===== src/rtl/hvsync_generator.sv =====
`default_nettype none
// ============================================================================
// Module   : hvsync_generator
// Purpose  : Raster timing generator (pixel/line counters plus sync decode).
// Revision : 1.0 - initial release
// ============================================================================
module hvsync_generator #(
  parameter int H_DISPLAY = 640,
  parameter int H_FRONT   = 16,
  parameter int H_SYNC    = 96,
  parameter int H_BACK    = 48,
  parameter int V_DISPLAY = 480,
  parameter int V_BOTTOM  = 10,
  parameter int V_SYNC    = 2,
  parameter int V_TOP     = 33
) (
  input  logic       clk,
  input  logic       reset,
  output logic       hsync,
  output logic       vsync,
  output logic       display_on,
  output logic [9:0] hpos,
  output logic [9:0] vpos
);

  localparam logic [9:0] c_h_display    = 10'(H_DISPLAY);
  localparam logic [9:0] c_h_max        = 10'(H_DISPLAY + H_FRONT + H_SYNC + H_BACK - 1);
  localparam logic [9:0] c_h_sync_start = 10'(H_DISPLAY + H_FRONT);
  localparam logic [9:0] c_h_sync_end   = 10'(H_DISPLAY + H_FRONT + H_SYNC - 1);
  localparam logic [9:0] c_v_display    = 10'(V_DISPLAY);
  localparam logic [9:0] c_v_max        = 10'(V_DISPLAY + V_BOTTOM + V_SYNC + V_TOP - 1);
  localparam logic [9:0] c_v_sync_start = 10'(V_DISPLAY + V_BOTTOM);
  localparam logic [9:0] c_v_sync_end   = 10'(V_DISPLAY + V_BOTTOM + V_SYNC - 1);

  logic [9:0] r_hpos;
  logic [9:0] r_vpos;
  logic       w_line_end;

  assign w_line_end = (r_hpos == c_h_max);

  always_ff @(posedge clk) begin
    if (reset) begin
      r_hpos <= 10'd0;
      r_vpos <= 10'd0;
    end else begin
      r_hpos <= w_line_end ? 10'd0 : r_hpos + 10'd1;
      // Line counter advances only on the last pixel of a line.
      if (w_line_end) begin
        r_vpos <= (r_vpos == c_v_max) ? 10'd0 : r_vpos + 10'd1;
      end
    end
  end

  assign hpos       = r_hpos;
  assign vpos       = r_vpos;
  assign hsync      = !((r_hpos >= c_h_sync_start) && (r_hpos <= c_h_sync_end));
  assign vsync      = !((r_vpos >= c_v_sync_start) && (r_vpos <= c_v_sync_end));
  assign display_on = (r_hpos < c_h_display) && (r_vpos < c_v_display);

endmodule
`default_nettype wire


===== config.mk =====
export PLATFORM = sky130hd
export DESIGN_NAME = hvsync_generator
export DESIGN_NICKNAME = d
export VERILOG_FILES = /design/src/rtl/hvsync_generator.sv
export SDC_FILE = /design/constraint.sdc
export NUM_CORES = 1
export LEC_CHECK = 0
export CAP_MARGIN = 30
export CORE_MARGIN = 10
export CORE_UTILIZATION = 32
export DETAILED_ROUTE_END_ITERATION = 7
export PLACE_DENSITY = 0.67
export SYNTH_ARGS = -nofsm -noshare
export SYNTH_HDL_FRONTEND = slang
export SYNTH_SLANG_ARGS = --single-unit

===== constraint.sdc =====
create_clock -name clk -period 4.3 [get_ports clk]
set_input_delay 0.43 -clock clk [delete_from_list [all_inputs] [get_ports clk]]
set_output_delay 0.43 -clock clk [all_outputs]
set_load 0.005 [all_outputs]

==> impl_results.html, run 1 <==
<table>
<tr><th>Metric</th><th>Value</th></tr>
<tr><th colspan="2">Run status</th></tr>
<tr><td>Result of the run</td><td>completed</td></tr>
<tr><th colspan="2">Clock tree</th></tr>
<tr><td>Total clock buffers created by CTS</td><td>3</td></tr>
<tr><td>Post-CTS Hold Buffers</td><td>0</td></tr>
<tr><td>Cells resized by post-CTS repair</td><td>0</td></tr>
<tr><td>CTS clk-pin slew, worst paths</td><td>roughly 0.10 ns</td></tr>
<tr><td>Post-CTS setup buffer count</td><td>0</td></tr>
<tr><td>Level count of the clock H-tree</td><td>1</td></tr>
<tr><td>CTS tree</td><td>done</td></tr>
<tr><td>Maximum root-to-sink buffer count</td><td>2</td></tr>
<tr><td>Number of sinks on the clock net</td><td>20</td></tr>
<tr><td>Root buffer cell</td><td>sky130_fd_sc_hd__clkbuf_4</td></tr>
<tr><td>Latest clock arrival within the worst-skew pair</td><td>roughly 0.29 ns</td></tr>
<tr><th colspan="2">Timing</th></tr>
<tr><td>RSZ-0062 raised after global routing</td><td>no</td></tr>
<tr><td>Headroom to the max-slew limit</td><td>0.687</td></tr>
<tr><td>Count of final hold-check violations</td><td>0</td></tr>
<tr><td>Highest Clock Rate</td><td>~450 MHz</td></tr>
<tr><td>Slew at the pin with the worst max-slew slack</td><td>between 0.4 and 0.5 ns</td></tr>
<tr><td>Clock Skews</td><td>0.00198 ns</td></tr>
<tr><td>Period utilisation layout</td><td>0.512</td></tr>
<tr><td>Total negative slack</td><td>0 ns</td></tr>
<tr><td>Final number of setup-violating endpoints</td><td>0</td></tr>
<tr><td>Final Max Slew Viols</td><td>0</td></tr>
<tr><td>Final critical path time including I/O delays and setup</td><td>about 2.2 ns</td></tr>
<tr><td>Post-route worst hold slack</td><td>0.508 ns</td></tr>
<tr><th colspan="2">Floorplanning</th></tr>
<tr><td>Total I/O pin count</td><td>25</td></tr>
<tr><td>DIE AREA</td><td>between 5000 and 6000 µm²</td></tr>
<tr><td>Number of core rows</td><td>20</td></tr>
<tr><td>Starting density of the core</td><td>0.332</td></tr>
<tr><td>Height of the chip</td><td>76.3 µm</td></tr>
<tr><td>Width of the die</td><td>76.3 µm</td></tr>
<tr><td>Core Footprint</td><td>roughly 3000 µm²</td></tr>
<tr><th colspan="2">Critical path</th></tr>
<tr><td>Arrival time of data at the critical path endpoint</td><td>between 2 and 2.5 ns</td></tr>
<tr><td>Chain of cells forming the critical path</td><td>ha_1, nand4_1, or3_1, or4_1, a21oi_1</td></tr>
<tr><td>Top Family by Delay on Critical Path</td><td>simple AND/OR/NAND/NOR gates</td></tr>
<tr><td>R2r setup slk</td><td>about 2.1 ns</td></tr>
<tr><td>Reg2Reg Launch Point</td><td>hpos[0]</td></tr>
<tr><td>Type of the setup path with the least slack</td><td>register to register</td></tr>
<tr><td>Cell at the slowest stage of the critical path</td><td>sky130_fd_sc_hd__or3_1</td></tr>
<tr><td>Type of destination of the critical path</td><td>register</td></tr>
<tr><td>Crit start category</td><td>register</td></tr>
<tr><td>Worst Path Required</td><td>roughly 4.5 ns</td></tr>
<tr><td>Bufs and invs on worst path</td><td>0</td></tr>
<tr><td>Worst R2R Path Depth</td><td>5</td></tr>
<tr><td>WP depth</td><td>5</td></tr>
<tr><td>Critical-path maximum fanout</td><td>8</td></tr>
<tr><td>Crit Reg-Reg Endpoint</td><td>vpos[6]</td></tr>
<tr><td>Slowest cell delay on critical path</td><td>between 0.5 and 0.6 ns</td></tr>
<tr><th colspan="2">Routing</th></tr>
<tr><td>DRC violation count after routing</td><td>0</td></tr>
<tr><td>Remaining antenna violation count after routing</td><td>0</td></tr>
<tr><td>Via count</td><td>between 900 and 1,000</td></tr>
<tr><td>Starting DRC count in detailed routing</td><td>65</td></tr>
<tr><td>Routed wire length</td><td>2.43 mm</td></tr>
<tr><td>Vias/cell</td><td>just under 5</td></tr>
<tr><td>DRT Pass-1 Iters</td><td>4</td></tr>
<tr><td>Average detailed-routed wire length per instance</td><td>around 13 µm</td></tr>
<tr><th colspan="2">Yosys</th></tr>
<tr><td>Yosys Warn Count</td><td>0</td></tr>
<tr><td>Cell Area, Synth</td><td>between 1000 and 1500 µm²</td></tr>
<tr><td>Area share of the largest cell type after synthesis</td><td>0.395</td></tr>
<tr><td>Area leader, netlist</td><td>sky130_fd_sc_hd__dfxtp_1</td></tr>
<tr><td>Cells after synthesis</td><td>122</td></tr>
<tr><td>Top cells by area in the synthesized netlist</td><td>sky130_fd_sc_hd__dfxtp_1, sky130_fd_sc_hd__ha_1, sky130_fd_sc_hd__nor2_1</td></tr>
<tr><td>Post-synthesis cell type count</td><td>28</td></tr>
<tr><td>Sequential cell area fraction in the yosys report</td><td>0.395</td></tr>
<tr><td>Mean Syn Cell Area</td><td>around 8.3 µm²</td></tr>
<tr><td>Synthesized netlist net count</td><td>between 100 and 150</td></tr>
<tr><td>Flop and latch count out of synthesis</td><td>20</td></tr>
<tr><th colspan="2">Hold path</th></tr>
<tr><td>Class of the tightest hold or removal check</td><td>register to register</td></tr>
<tr><td>Startpoint of the worst hold path</td><td>hpos[0]</td></tr>
<tr><td>Endpoint with the worst hold slack</td><td>hpos[0]</td></tr>
<tr><td>Worst hold stages</td><td>1</td></tr>
<tr><th colspan="2">Power</th></tr>
<tr><td>Peak supply drop</td><td>~0.00021 V</td></tr>
<tr><td>Final Total Pwr</td><td>about 0.29 mW</td></tr>
<tr><td>Leakage power</td><td>roughly 0.43 nW</td></tr>
<tr><td>Power per cell area</td><td>roughly 220 nW/µm²</td></tr>
<tr><th colspan="2">Global routing</th></tr>
<tr><td>Total gr overflow</td><td>0</td></tr>
<tr><td>Gr usage total</td><td>0.0833</td></tr>
<tr><td>Via count of the first global-routing pass</td><td>around 870</td></tr>
<tr><td>Most used routing layer</td><td>met2</td></tr>
<tr><td>First-pass GRT wire length</td><td>4.14 mm</td></tr>
<tr><td>Global Route met2 Usage</td><td>0.129</td></tr>
<tr><td>Met3 capacity usage during global routing</td><td>0.0531</td></tr>
<tr><td>Pin count of the biggest net entering global routing</td><td>11</td></tr>
<tr><td>GR met1 Demand/Resource</td><td>0.0957</td></tr>
<tr><td>Number of antenna violations at the first check in global routing</td><td>0</td></tr>
<tr><th colspan="2">Layout</th></tr>
<tr><td>Final layout net count</td><td>approximately 150</td></tr>
<tr><td>Post-synthesis to final-layout area growth</td><td>29.6%</td></tr>
<tr><td>Area occupied by multi-input gates</td><td>567 µm²</td></tr>
<tr><td>Design Area, Final</td><td>~1300 µm²</td></tr>
<tr><td>Number of fill cells</td><td>~320</td></tr>
<tr><td>Register area</td><td>about 400 µm²</td></tr>
<tr><td>Fraction of final layout cells sized beyond drive strength 1</td><td>0.0276</td></tr>
<tr><td>Non-filler instance count after layout</td><td>approximately 190</td></tr>
<tr><td>Antenna Cells</td><td>0</td></tr>
<tr><th colspan="2">Placement</th></tr>
<tr><td>Gp weighted congestion</td><td>between 0.8 and 0.9</td></tr>
<tr><td>Standard cell area after detailed placement</td><td>roughly 1300 µm²</td></tr>
<tr><td>HPWL reported at the end of detailed placement</td><td>approximately 1.9 mm</td></tr>
<tr><td>Cell total after placement</td><td>between 150 and 200</td></tr>
<tr><td>Port bufs</td><td>24</td></tr>
<tr><th colspan="2">Job</th></tr>
<tr><td>Number of maximum-capacitance violations</td><td>0</td></tr>
</table>
==> worst max path at each step <==
stage | from | endpoint | slack, ns
CTS | hpos[0] | vpos[6] | 2.09
global route | hpos[0] | vpos[6] | 1.89
floorplan | hpos[0] | vpos[6] | 2.28
finish | hpos[0] | vpos[6] | 2.10
global placement | hpos[0] | vpos[4] | 2.22
detailed placement | hpos[0] | vpos[6] | 2.14
==> area by class of cell <==
class	count	share of cell area
Inverter	8	0.0228
Sequential cell	20	0.304
Multi-Input combinational cell	90	0.431
Timing Repair Buffer	24	0.183
Clock buffer	3	0.0171
Tap cell	44	0.0419
==> layout by cell type (no fill, tap or decap), drive strengths merged, types with 5 or more instances in the layout <==
cell type,netlist,final
a21oi,7,7
xnor2,6,6
nor2,16,16
nand3,8,8
clkdlybuf4s50,0,24
xor2,5,5
nand4,6,6
ha,5,5
nand2,7,7
dfxtp,20,20
inv,8,8
==> registers in the layout, indices dropped and copies added (netlist names) <==
register / count
hpos: 10
vpos: 10
==> metrics by stage <==
step,util,setup WS (ns)
final,0.431,2.10
after global routing,0.431,1.89
after CTS,0.431,2.09
after detailed placement,0.423,2.14
after global placement,0.423,2.22
after floorplan,-,2.28
==> logic make-up after synthesis <==
family	Yosys count	synth area share
compound gates	15	0.0888
xor+xnor	11	0.0949
fa+ha+maj	5	0.0617
buf+inv	12	0.0469
flops	20	0.395
simple gates	59	0.313
==> routing by layer <==
layer,wire length [µm],part of all wire
met3,251,0.10
met2,1100,0.45
met1,1070,0.44
met4,9,0.0037
met5,0,0
==> Yosys cell counts <==
master / instances
sky130_fd_sc_hd__o31ai_1: 2
sky130_fd_sc_hd__buf_2: 2
sky130_fd_sc_hd__xnor2_1: 6
sky130_fd_sc_hd__nand2b_1: 1
sky130_fd_sc_hd__clkbuf_1: 2
sky130_fd_sc_hd__and4_1: 1
sky130_fd_sc_hd__nor2_1: 16
sky130_fd_sc_hd__and3_1: 1
sky130_fd_sc_hd__nand3_1: 8
sky130_fd_sc_hd__or4_1: 4
sky130_fd_sc_hd__nor3_1: 4
sky130_fd_sc_hd__nand4_1: 6
sky130_fd_sc_hd__a41o_1: 1
sky130_fd_sc_hd__nor4b_1: 2
sky130_fd_sc_hd__nor2b_1: 2
sky130_fd_sc_hd__nand2_1: 7
sky130_fd_sc_hd__o21a_1: 1
sky130_fd_sc_hd__nor4_1: 2
sky130_fd_sc_hd__xor2_1: 5
sky130_fd_sc_hd__or4b_1: 1
sky130_fd_sc_hd__ha_1: 5
sky130_fd_sc_hd__or3_1: 3
sky130_fd_sc_hd__a21oi_1: 7
sky130_fd_sc_hd__or3_4: 1
sky130_fd_sc_hd__inv_1: 8
sky130_fd_sc_hd__dfxtp_1: 20
sky130_fd_sc_hd__o21ai_0: 3
sky130_fd_sc_hd__o211ai_1: 1
==> where the power goes <==
part	internal [mW]	leakage, nW	switching (mW)
Combinational	0.00752	0.250	0.00692
Sequential	0.188	0.162	0.00324
Clock	0.0326	0.0138	0.0524
Power figures use the tool's default switching activity.
==> run 2: changes to the inputs <==
- PLACE_DENSITY: 0.67 -> 0.69
- clock period: 4.3 -> 1.8 ns (I/O delays scaled with it)
==> run 2 against run 1 <==
Compared with the run above: clock skew grew 0.0031 ns; sequential power grew 140%; combinational power grew to 3.7 times the previous value; design area grew 24%; largest cell class unchanged; die area is the same; critical path depth shrank 1; the flow now finishes with violations (negative setup slack); core utilization grew 10 points.
==> impl_results.html, run 2 (synthesis results as in run 1) <==
<table>
<tr><th>Metric</th><th>Value</th></tr>
<tr><th colspan="2">Run status</th></tr>
<tr><td>Result of the run</td><td>finished with violations</td></tr>
<tr><td>Failing checks</td><td>negative setup slack</td></tr>
<tr><th colspan="2">Global routing</th></tr>
<tr><td>Via count of the first global-routing pass</td><td>1,098 (+26%)</td></tr>
<tr><td>First-pass GRT wire length</td><td>4.86 mm (+17%)</td></tr>
<tr><td>Number of antenna violations at the first check in global routing</td><td>0 (unchanged)</td></tr>
<tr><td>Gr usage total</td><td>0.0968 (+0.0135)</td></tr>
<tr><td>Total gr overflow</td><td>0 (unchanged)</td></tr>
<tr><td>Pin count of the biggest net entering global routing</td><td>13 (+2)</td></tr>
<tr><th colspan="2">Routing</th></tr>
<tr><td>Vias/cell</td><td>5.19 (+6.2%)</td></tr>
<tr><td>Via count</td><td>1,106 (+20%)</td></tr>
<tr><td>DRC violation count after routing</td><td>0 (unchanged)</td></tr>
<tr><td>Average detailed-routed wire length per instance</td><td>14.3 µm (+11%)</td></tr>
<tr><td>Remaining antenna violation count after routing</td><td>0 (unchanged)</td></tr>
<tr><td>Starting DRC count in detailed routing</td><td>56 (-14%)</td></tr>
<tr><td>DRT Pass-1 Iters</td><td>4 (unchanged)</td></tr>
<tr><td>Routed wire length</td><td>3.06 mm (+26%)</td></tr>
<tr><th colspan="2">Job</th></tr>
<tr><td>Number of maximum-capacitance violations</td><td>0 (unchanged)</td></tr>
<tr><th colspan="2">Layout</th></tr>
<tr><td>Design Area, Final</td><td>1630 µm² (+24%)</td></tr>
<tr><td>Antenna Cells</td><td>0 (unchanged)</td></tr>
<tr><td>Fraction of final layout cells sized beyond drive strength 1</td><td>0.325 (+0.298)</td></tr>
<tr><td>Commonest non-fill, non-tap cell in the layout</td><td>sky130_fd_sc_hd__buf_4</td></tr>
<tr><td>Utilization of the core after routing</td><td>0.532 (+0.102)</td></tr>
<tr><td>Final layout net count</td><td>177 (+15%)</td></tr>
<tr><td>Post-synthesis to final-layout area growth</td><td>60.2%</td></tr>
<tr><td>Number of fill cells</td><td>295 (-9.0%)</td></tr>
<tr><td>Top library cells by usage in the layout, fill and taps aside</td><td>sky130_fd_sc_hd__buf_4, sky130_fd_sc_hd__clkdlybuf4s50_1, sky130_fd_sc_hd__nor2_1, sky130_fd_sc_hd__dfxtp_1, sky130_fd_sc_hd__nand3_1</td></tr>
<tr><th colspan="2">Timing</th></tr>
<tr><td>Headroom to the max-slew limit</td><td>0.751 (+0.0639)</td></tr>
<tr><td>Final Max Slew Viols</td><td>0 (unchanged)</td></tr>
<tr><td>Final critical path time including I/O delays and setup</td><td>1.83 ns (-0.370 ns)</td></tr>
<tr><td>Highest Clock Rate</td><td>546 MHz (+20%)</td></tr>
<tr><td>Final number of setup-violating endpoints</td><td>1 (+1)</td></tr>
<tr><td>Total negative slack</td><td>-0.0313 ns (-0.0313 ns)</td></tr>
<tr><td>Clock Skews</td><td>0.00506 ns (+0.00308 ns)</td></tr>
<tr><td>Period utilisation layout</td><td>1.02 (+0.505)</td></tr>
<tr><td>Count of final hold-check violations</td><td>0 (unchanged)</td></tr>
<tr><td>Post-route setup slack</td><td>-0.0313 ns (-2.13 ns)</td></tr>
<tr><td>Slew at the pin with the worst max-slew slack</td><td>0.370 ns (-0.0957 ns)</td></tr>
<tr><td>RSZ-0062 raised after global routing</td><td>yes</td></tr>
<tr><th colspan="2">Power</th></tr>
<tr><td>Fraction of power consumed by combinational cells</td><td>0.060 (+0.010)</td></tr>
<tr><td>Final Total Pwr</td><td>0.879 mW (+200%)</td></tr>
<tr><td>Clock Power Share</td><td>0.424 (+0.131)</td></tr>
<tr><td>Peak supply drop</td><td>0.000313 V (+52%)</td></tr>
<tr><td>Leakage power</td><td>0.563 nW (+32%)</td></tr>
<tr><td>Switching portion of total power</td><td>0.203 (-0.0131)</td></tr>
<tr><td>Switching power of the nets</td><td>0.178 mW (+180%)</td></tr>
<tr><td>Power per cell area</td><td>541 nW/µm² (+150%)</td></tr>
<tr><td>Portion of total power attributed to sequential cells</td><td>0.515 (-0.142)</td></tr>
<tr><td>Internal Dissipation</td><td>0.701 mW (+210%)</td></tr>
<tr><th colspan="2">Floorplanning</th></tr>
<tr><td>Starting density of the core</td><td>0.332 (unchanged)</td></tr>
<tr><td>Height of the chip</td><td>76.3 µm (unchanged)</td></tr>
<tr><td>Number of core rows</td><td>20 (unchanged)</td></tr>
<tr><td>Width of the die</td><td>76.3 µm (unchanged)</td></tr>
<tr><td>Total I/O pin count</td><td>25 (unchanged)</td></tr>
<tr><td>DIE AREA</td><td>5820 µm² (unchanged)</td></tr>
<tr><td>Core Footprint</td><td>3050 µm² (unchanged)</td></tr>
<tr><th colspan="2">Critical path</th></tr>
<tr><td>Slowest cell delay on critical path</td><td>0.45 ns (-0.08 ns)</td></tr>
<tr><td>Critical-path maximum fanout</td><td>7 (-1)</td></tr>
<tr><td>Reg2Reg Launch Point</td><td>hpos[6]</td></tr>
<tr><td>R2r setup slk</td><td>-0.03 ns (-2.13 ns)</td></tr>
<tr><td>Type of the setup path with the least slack</td><td>register to register</td></tr>
<tr><td>Crit Reg-Reg Endpoint</td><td>vpos[6]</td></tr>
<tr><td>Worst R2R Path Depth</td><td>4 (-1)</td></tr>
<tr><td>Crit start category</td><td>register</td></tr>
<tr><td>Type of destination of the critical path</td><td>register</td></tr>
<tr><td>Worst Path Required</td><td>2.04 ns (-2.49 ns)</td></tr>
<tr><td>Chain of cells forming the critical path</td><td>or3_4, or3_4, or4_1, a21oi_2</td></tr>
<tr><td>Cell at the slowest stage of the critical path</td><td>sky130_fd_sc_hd__or4_1</td></tr>
<tr><td>Capturing instance or port of the critical path</td><td>vpos[6]</td></tr>
<tr><td>Worst setup path startpoint</td><td>hpos[6]</td></tr>
<tr><td>Arrival time of data at the critical path endpoint</td><td>2.07 ns (-0.36 ns)</td></tr>
<tr><td>Critical path's most frequent cell</td><td>sky130_fd_sc_hd__or3_4</td></tr>
<tr><th colspan="2">Clock tree</th></tr>
<tr><td>Latest clock arrival within the worst-skew pair</td><td>0.31 ns (+0.02 ns)</td></tr>
<tr><td>Level count of the clock H-tree</td><td>1 (unchanged)</td></tr>
<tr><td>Total clock buffers created by CTS</td><td>3 (unchanged)</td></tr>
<tr><td>Post-CTS Hold Buffers</td><td>0 (unchanged)</td></tr>
<tr><td>CTS tree</td><td>done</td></tr>
<tr><td>Maximum root-to-sink buffer count</td><td>2 (unchanged)</td></tr>
<tr><td>Root buffer cell</td><td>sky130_fd_sc_hd__clkbuf_4</td></tr>
<tr><td>CTS clk-pin slew, worst paths</td><td>0.12 ns (+0.02 ns)</td></tr>
<tr><td>Number of sinks on the clock net</td><td>20 (unchanged)</td></tr>
<tr><th colspan="2">Placement</th></tr>
<tr><td>Gp weighted congestion</td><td>0.869 (+3.9%)</td></tr>
<tr><td>Standard cell area after detailed placement</td><td>1480 µm² (+14%)</td></tr>
<tr><td>Port bufs</td><td>24 (unchanged)</td></tr>
<tr><td>HPWL reported at the end of detailed placement</td><td>2.20 mm (+18%)</td></tr>
<tr><td>Setup slack after placement</td><td>-0.110 ns (-2.25 ns)</td></tr>
<tr><th colspan="2">Hold path</th></tr>
<tr><td>Class of the tightest hold or removal check</td><td>register to register</td></tr>
</table>
## run 2: area by class of cell
cell class,instances,area (µm²),area share
Multi-Input combinational cell,91,669,0.412
Sequential cell,20,417,0.256
Timing Repair Buffer,46,402,0.247
Tap cell,44,55.1,0.0339
Clock inverter,1,30.0,0.0185
Inverter,8,30.0,0.0185
Clock buffer,3,22.5,0.0139
## run 2: metal layers
layer / part of all wire / track usage
met1: 0.40 / 0.103
met2: 0.49 / 0.163
met3: 0.093 / 0.0460
met4: 0.016 / 0.0353
met5: 0 / 0
## run 2: worst min path at each step
stage / slack [ns] / from / endpoint / cells after the start
finish: 0.56 / hpos[0] / hpos[0] / 2
global route: 0.58 / hpos[0] / hpos[0] / 2
detailed placement: 0.53 / vpos[9] / vpos[9] / 2
floorplan: 0.24 / reset / hpos[6] / 1
global placement: 0.53 / vpos[9] / vpos[9] / 2
CTS: 0.55 / vpos[9] / vpos[9] / 2
## run 2: stage by stage
| stage | hold slack (ns) | std cells |
|---|---|---|
| 6_report | 0.555 | 213 |
| 5_1_grt | 0.576 | 213 |
| 4_1_cts | 0.551 | 211 |
| 3_5_place_dp | 0.532 | 207 |
| 3_3_place_gp | 0.532 | 207 |
| 2_1_floorplan | 0.245 | 122 |
## run 2: worst max-delay path, delay by kind of cell, from the launching register on
kind | cells | cell delay (ns)
AO/OA/AOI/OAI | 1 | 0.15
flip-flops | 1 | 0.34
AND/OR/NAND/NOR | 3 | 1.28
## run 2: repair_timing
action                                 in CTS  in global routing
endpoints found under the hold margin       0                  0
pin swaps                                   1                 10
setup endpoints to repair                  20                 18
gates resized for setup                     6                 23
buffers inserted                            0                  1
cloned                                      0                  1
## run 2: power by group through the flow
| stage | clock network (mW) | registers (mW) | logic [mW] |
|---|---|---|---|
| final | 0.373 | 0.453 | 0.0530 |
| after CTS | 0.380 | 0.454 | 0.0512 |
| after global placement | 0 | 0.463 | 0.0482 |
| after floorplan | 0 | 0.467 | 0.0167 |
| after global routing | 0.406 | 0.454 | 0.0612 |
| after detailed placement | 0 | 0.464 | 0.0505 |
==> run 3: changes to the inputs <==
- CORE_ASPECT_RATIO: not set -> 0.7
- CORE_MARGIN: 10 -> 4
==> run 3 against run 2 <==
Compared with the run above: clock skew down 0.0036 ns; routed wire length is 3.6% lower; clock-buffer cell count grew 1; largest cell class unchanged; die area is 29% lower; design area is 0.39% lower; sequential cell count is the same; first-iteration DRC count increased by 21%; register-to-register slack barely moved; setup slack got worse by 0.0090 ns; combinational power rose by 11%; power down 8.1%; the flow still finishes with violations (negative setup slack); critical path depth is the same.
==> impl_results.html, run 3 (synthesis results as in run 1) <==
<table>
<tr><th>Metric</th><th>Value</th></tr>
<tr><th colspan="2">Timing</th></tr>
<tr><td>Post-route worst hold slack</td><td>0.548 ns (-0.00769 ns)</td></tr>
<tr><td>Highest Clock Rate</td><td>543 MHz (-0.49%)</td></tr>
<tr><td>Count of final hold-check violations</td><td>0 (unchanged)</td></tr>
<tr><td>Total negative slack</td><td>-0.0830 ns (-0.0518 ns)</td></tr>
<tr><td>Post-route setup slack</td><td>-0.0402 ns (-0.00895 ns)</td></tr>
<tr><td>Final Max Slew Viols</td><td>0 (unchanged)</td></tr>
<tr><td>Headroom to the max-slew limit</td><td>0.735 (-0.0159)</td></tr>
<tr><td>Final critical path time including I/O delays and setup</td><td>1.84 ns (+0.00895 ns)</td></tr>
<tr><td>Final number of setup-violating endpoints</td><td>6 (+5)</td></tr>
<tr><td>Period utilisation layout</td><td>1.02 (+0.00497)</td></tr>
<tr><td>Slew at the pin with the worst max-slew slack</td><td>0.393 ns (+0.0236 ns)</td></tr>
<tr><td>Clock Skews</td><td>0.00149 ns (-0.00357 ns)</td></tr>
<tr><td>RSZ-0062 raised after global routing</td><td>yes</td></tr>
<tr><th colspan="2">Job</th></tr>
<tr><td>Number of maximum-capacitance violations</td><td>0 (unchanged)</td></tr>
<tr><th colspan="2">Power</th></tr>
<tr><td>Power per cell area</td><td>499 nW/µm² (-7.7%)</td></tr>
<tr><td>Peak supply drop</td><td>0.000369 V (+18%)</td></tr>
<tr><td>Switching portion of total power</td><td>0.210 (+0.00735)</td></tr>
<tr><td>Leakage power</td><td>0.585 nW (+3.9%)</td></tr>
<tr><td>Fraction of power consumed by combinational cells</td><td>0.073 (+0.013)</td></tr>
<tr><td>Clock Power Share</td><td>0.366 (-0.058)</td></tr>
<tr><td>Portion of total power attributed to sequential cells</td><td>0.561 (+0.046)</td></tr>
<tr><td>Switching power of the nets</td><td>0.170 mW (-4.7%)</td></tr>
<tr><td>Internal Dissipation</td><td>0.639 mW (-8.9%)</td></tr>
<tr><th colspan="2">Routing</th></tr>
<tr><td>DRC violation count after routing</td><td>0 (unchanged)</td></tr>
<tr><td>Routed wire length</td><td>2.95 mm (-3.6%)</td></tr>
<tr><td>Routed length on met2</td><td>1.42 mm (-4.3%)</td></tr>
<tr><td>Detail Route met3 WL</td><td>190 µm (-33%)</td></tr>
<tr><td>Remaining antenna violation count after routing</td><td>0 (unchanged)</td></tr>
<tr><td>Via count</td><td>1,091 (-1.4%)</td></tr>
<tr><td>Highest metal layer with signal wires</td><td>met4</td></tr>
<tr><td>Starting DRC count in detailed routing</td><td>68 (+21%)</td></tr>
<tr><td>Average detailed-routed wire length per instance</td><td>14.0 µm (-2.2%)</td></tr>
<tr><td>DRT Pass-1 Iters</td><td>4 (unchanged)</td></tr>
<tr><td>Vias/cell</td><td>5.20 (about the same)</td></tr>
<tr><td>Routed met1 length</td><td>1.30 mm (+5.6%)</td></tr>
<tr><th colspan="2">Critical path</th></tr>
<tr><td>Crit start category</td><td>register</td></tr>
<tr><td>Type of destination of the critical path</td><td>register</td></tr>
<tr><td>Type of the setup path with the least slack</td><td>register to register</td></tr>
<tr><td>Worst Path Required</td><td>1.99 ns (-0.05 ns)</td></tr>
<tr><td>Critical-path maximum fanout</td><td>5 (-2)</td></tr>
<tr><td>Arrival time of data at the critical path endpoint</td><td>2.03 ns (-0.04 ns)</td></tr>
<tr><th colspan="2">Clock tree</th></tr>
<tr><td>Total clock buffers created by CTS</td><td>3 (unchanged)</td></tr>
<tr><td>Latest clock arrival within the worst-skew pair</td><td>0.25 ns (-0.06 ns)</td></tr>
<tr><td>Maximum root-to-sink buffer count</td><td>2 (unchanged)</td></tr>
<tr><td>CTS tree</td><td>done</td></tr>
<tr><td>CTS clk-pin slew, worst paths</td><td>0.07 ns (-0.05 ns)</td></tr>
<tr><td>Number of sinks on the clock net</td><td>20 (unchanged)</td></tr>
<tr><td>Root buffer cell</td><td>sky130_fd_sc_hd__clkbuf_8</td></tr>
<tr><td>Level count of the clock H-tree</td><td>1 (unchanged)</td></tr>
<tr><th colspan="2">Global routing</th></tr>
<tr><td>Number of antenna violations at the first check in global routing</td><td>0 (unchanged)</td></tr>
<tr><td>Via count of the first global-routing pass</td><td>983 (-10%)</td></tr>
<tr><td>First-pass GRT wire length</td><td>4.66 mm (-4.1%)</td></tr>
<tr><td>Pin count of the biggest net entering global routing</td><td>12 (-1)</td></tr>
<tr><td>Gr usage total</td><td>0.154 (+0.0568)</td></tr>
<tr><td>Total gr overflow</td><td>0 (unchanged)</td></tr>
<tr><th colspan="2">Layout</th></tr>
<tr><td>Commonest non-fill, non-tap cell in the layout</td><td>sky130_fd_sc_hd__buf_4</td></tr>
<tr><td>Final layout net count</td><td>182 (+2.8%)</td></tr>
<tr><td>Design Area, Final</td><td>1620 µm² (-0.39%)</td></tr>
<tr><td>Number of fill cells</td><td>257 (-13%)</td></tr>
<tr><td>Antenna Cells</td><td>0 (unchanged)</td></tr>
<tr><td>Post-synthesis to final-layout area growth</td><td>59.6%</td></tr>
<tr><td>Top library cells by usage in the layout, fill and taps aside</td><td>sky130_fd_sc_hd__buf_4, sky130_fd_sc_hd__clkdlybuf4s50_1, sky130_fd_sc_hd__nor2_1, sky130_fd_sc_hd__dfxtp_1, sky130_fd_sc_hd__nand3_1</td></tr>
<tr><td>Fraction of final layout cells sized beyond drive strength 1</td><td>0.287 (-0.0381)</td></tr>
<tr><th colspan="2">Floorplanning</th></tr>
<tr><td>Starting density of the core</td><td>0.347 (+0.0148)</td></tr>
<tr><td>Width of the die</td><td>75.3 µm (-1.3%)</td></tr>
<tr><td>Core Footprint</td><td>2920 µm² (-4.3%)</td></tr>
<tr><td>Number of core rows</td><td>16 (-20%)</td></tr>
<tr><td>Total I/O pin count</td><td>25 (unchanged)</td></tr>
<tr><td>Height of the chip</td><td>55.1 µm (-28%)</td></tr>
<tr><td>DIE AREA</td><td>4150 µm² (-29%)</td></tr>
<tr><th colspan="2">Placement</th></tr>
<tr><td>Gp weighted congestion</td><td>0.866 (-0.33%)</td></tr>
<tr><td>Standard cell area after detailed placement</td><td>1480 µm² (+0.34%)</td></tr>
<tr><td>Port bufs</td><td>24 (unchanged)</td></tr>
<tr><td>HPWL reported at the end of detailed placement</td><td>2.27 mm (+2.8%)</td></tr>
<tr><th colspan="2">Run status</th></tr>
<tr><td>Failing checks</td><td>negative setup slack</td></tr>
<tr><td>Result of the run</td><td>finished with violations</td></tr>
<tr><th colspan="2">Hold path</th></tr>
<tr><td>Class of the tightest hold or removal check</td><td>register to register</td></tr>
</table>
run 3: final timing paths:
path                start  cells after the start  slack, ns  endpoint
setup / recovery  hpos[5]                      4      -0.04   vpos[7]
setup reg to reg  hpos[5]                      4      -0.04   vpos[7]
hold reg to reg   hpos[0]                      2       0.55   hpos[0]
hold / removal    hpos[0]                      2       0.55   hpos[0]
run 3: layout make-up:
type | instances | area (µm²) | share of cell area
Sequential cell | 20 | 413 | 0.255
Tap cell | 36 | 45.0 | 0.0278
Multi-Input combinational cell | 90 | 634 | 0.392
Clock buffer | 4 | 45.0 | 0.0278
Inverter | 8 | 30.0 | 0.0185
Timing Repair Buffer | 52 | 452 | 0.279
run 3: power groups by stage:
stage | Sequential (mW) | Combinational (mW) | Clock (mW)
floorplan | 0.467 | 0.0167 | 0
global placement | 0.464 | 0.0452 | 0
detailed placement | 0.465 | 0.0487 | 0
CTS | 0.454 | 0.0498 | 0.307
global route | 0.454 | 0.0649 | 0.330
finish | 0.453 | 0.0589 | 0.296
run 3: layer usage:
layer	global-route usage	vias up
li1	-	537
met1	0.197	522
met2	0.246	30
met3	0.0451	2
met4	0.0552	0
met5	0	-
run 3: through the flow:
| stage | utilization | instances | power (mW) | setup slack [ns] |
|---|---|---|---|---|
| after CTS | 0.534 | 205 | 0.811 | -0.0500 |
| after floorplan | - | 122 | 0.484 | -0.00590 |
| final | 0.554 | 210 | 0.808 | -0.0402 |
| after global placement | 0.507 | 201 | 0.509 | -0.186 |
| after global routing | 0.554 | 210 | 0.849 | -0.114 |
| after detailed placement | 0.507 | 201 | 0.513 | -0.182 |
run 3: worst max-delay path: stages, from the launching register on:
cell and delay, ns:
sky130_fd_sc_hd__dfxtp_2 0.32, sky130_fd_sc_hd__or3_4 0.39, sky130_fd_sc_hd__or4_4 0.56, sky130_fd_sc_hd__or3_4 0.39
sky130_fd_sc_hd__a21oi_2 0.12
run 3: what timing repair did:
item | in CTS | in global routing
hold buffers | 0 | 0
pin swaps | 3 | 6
setup endpoints to repair | 11 | 17
gates resized for setup | 11 | 6
buffers inserted | 0 | 5
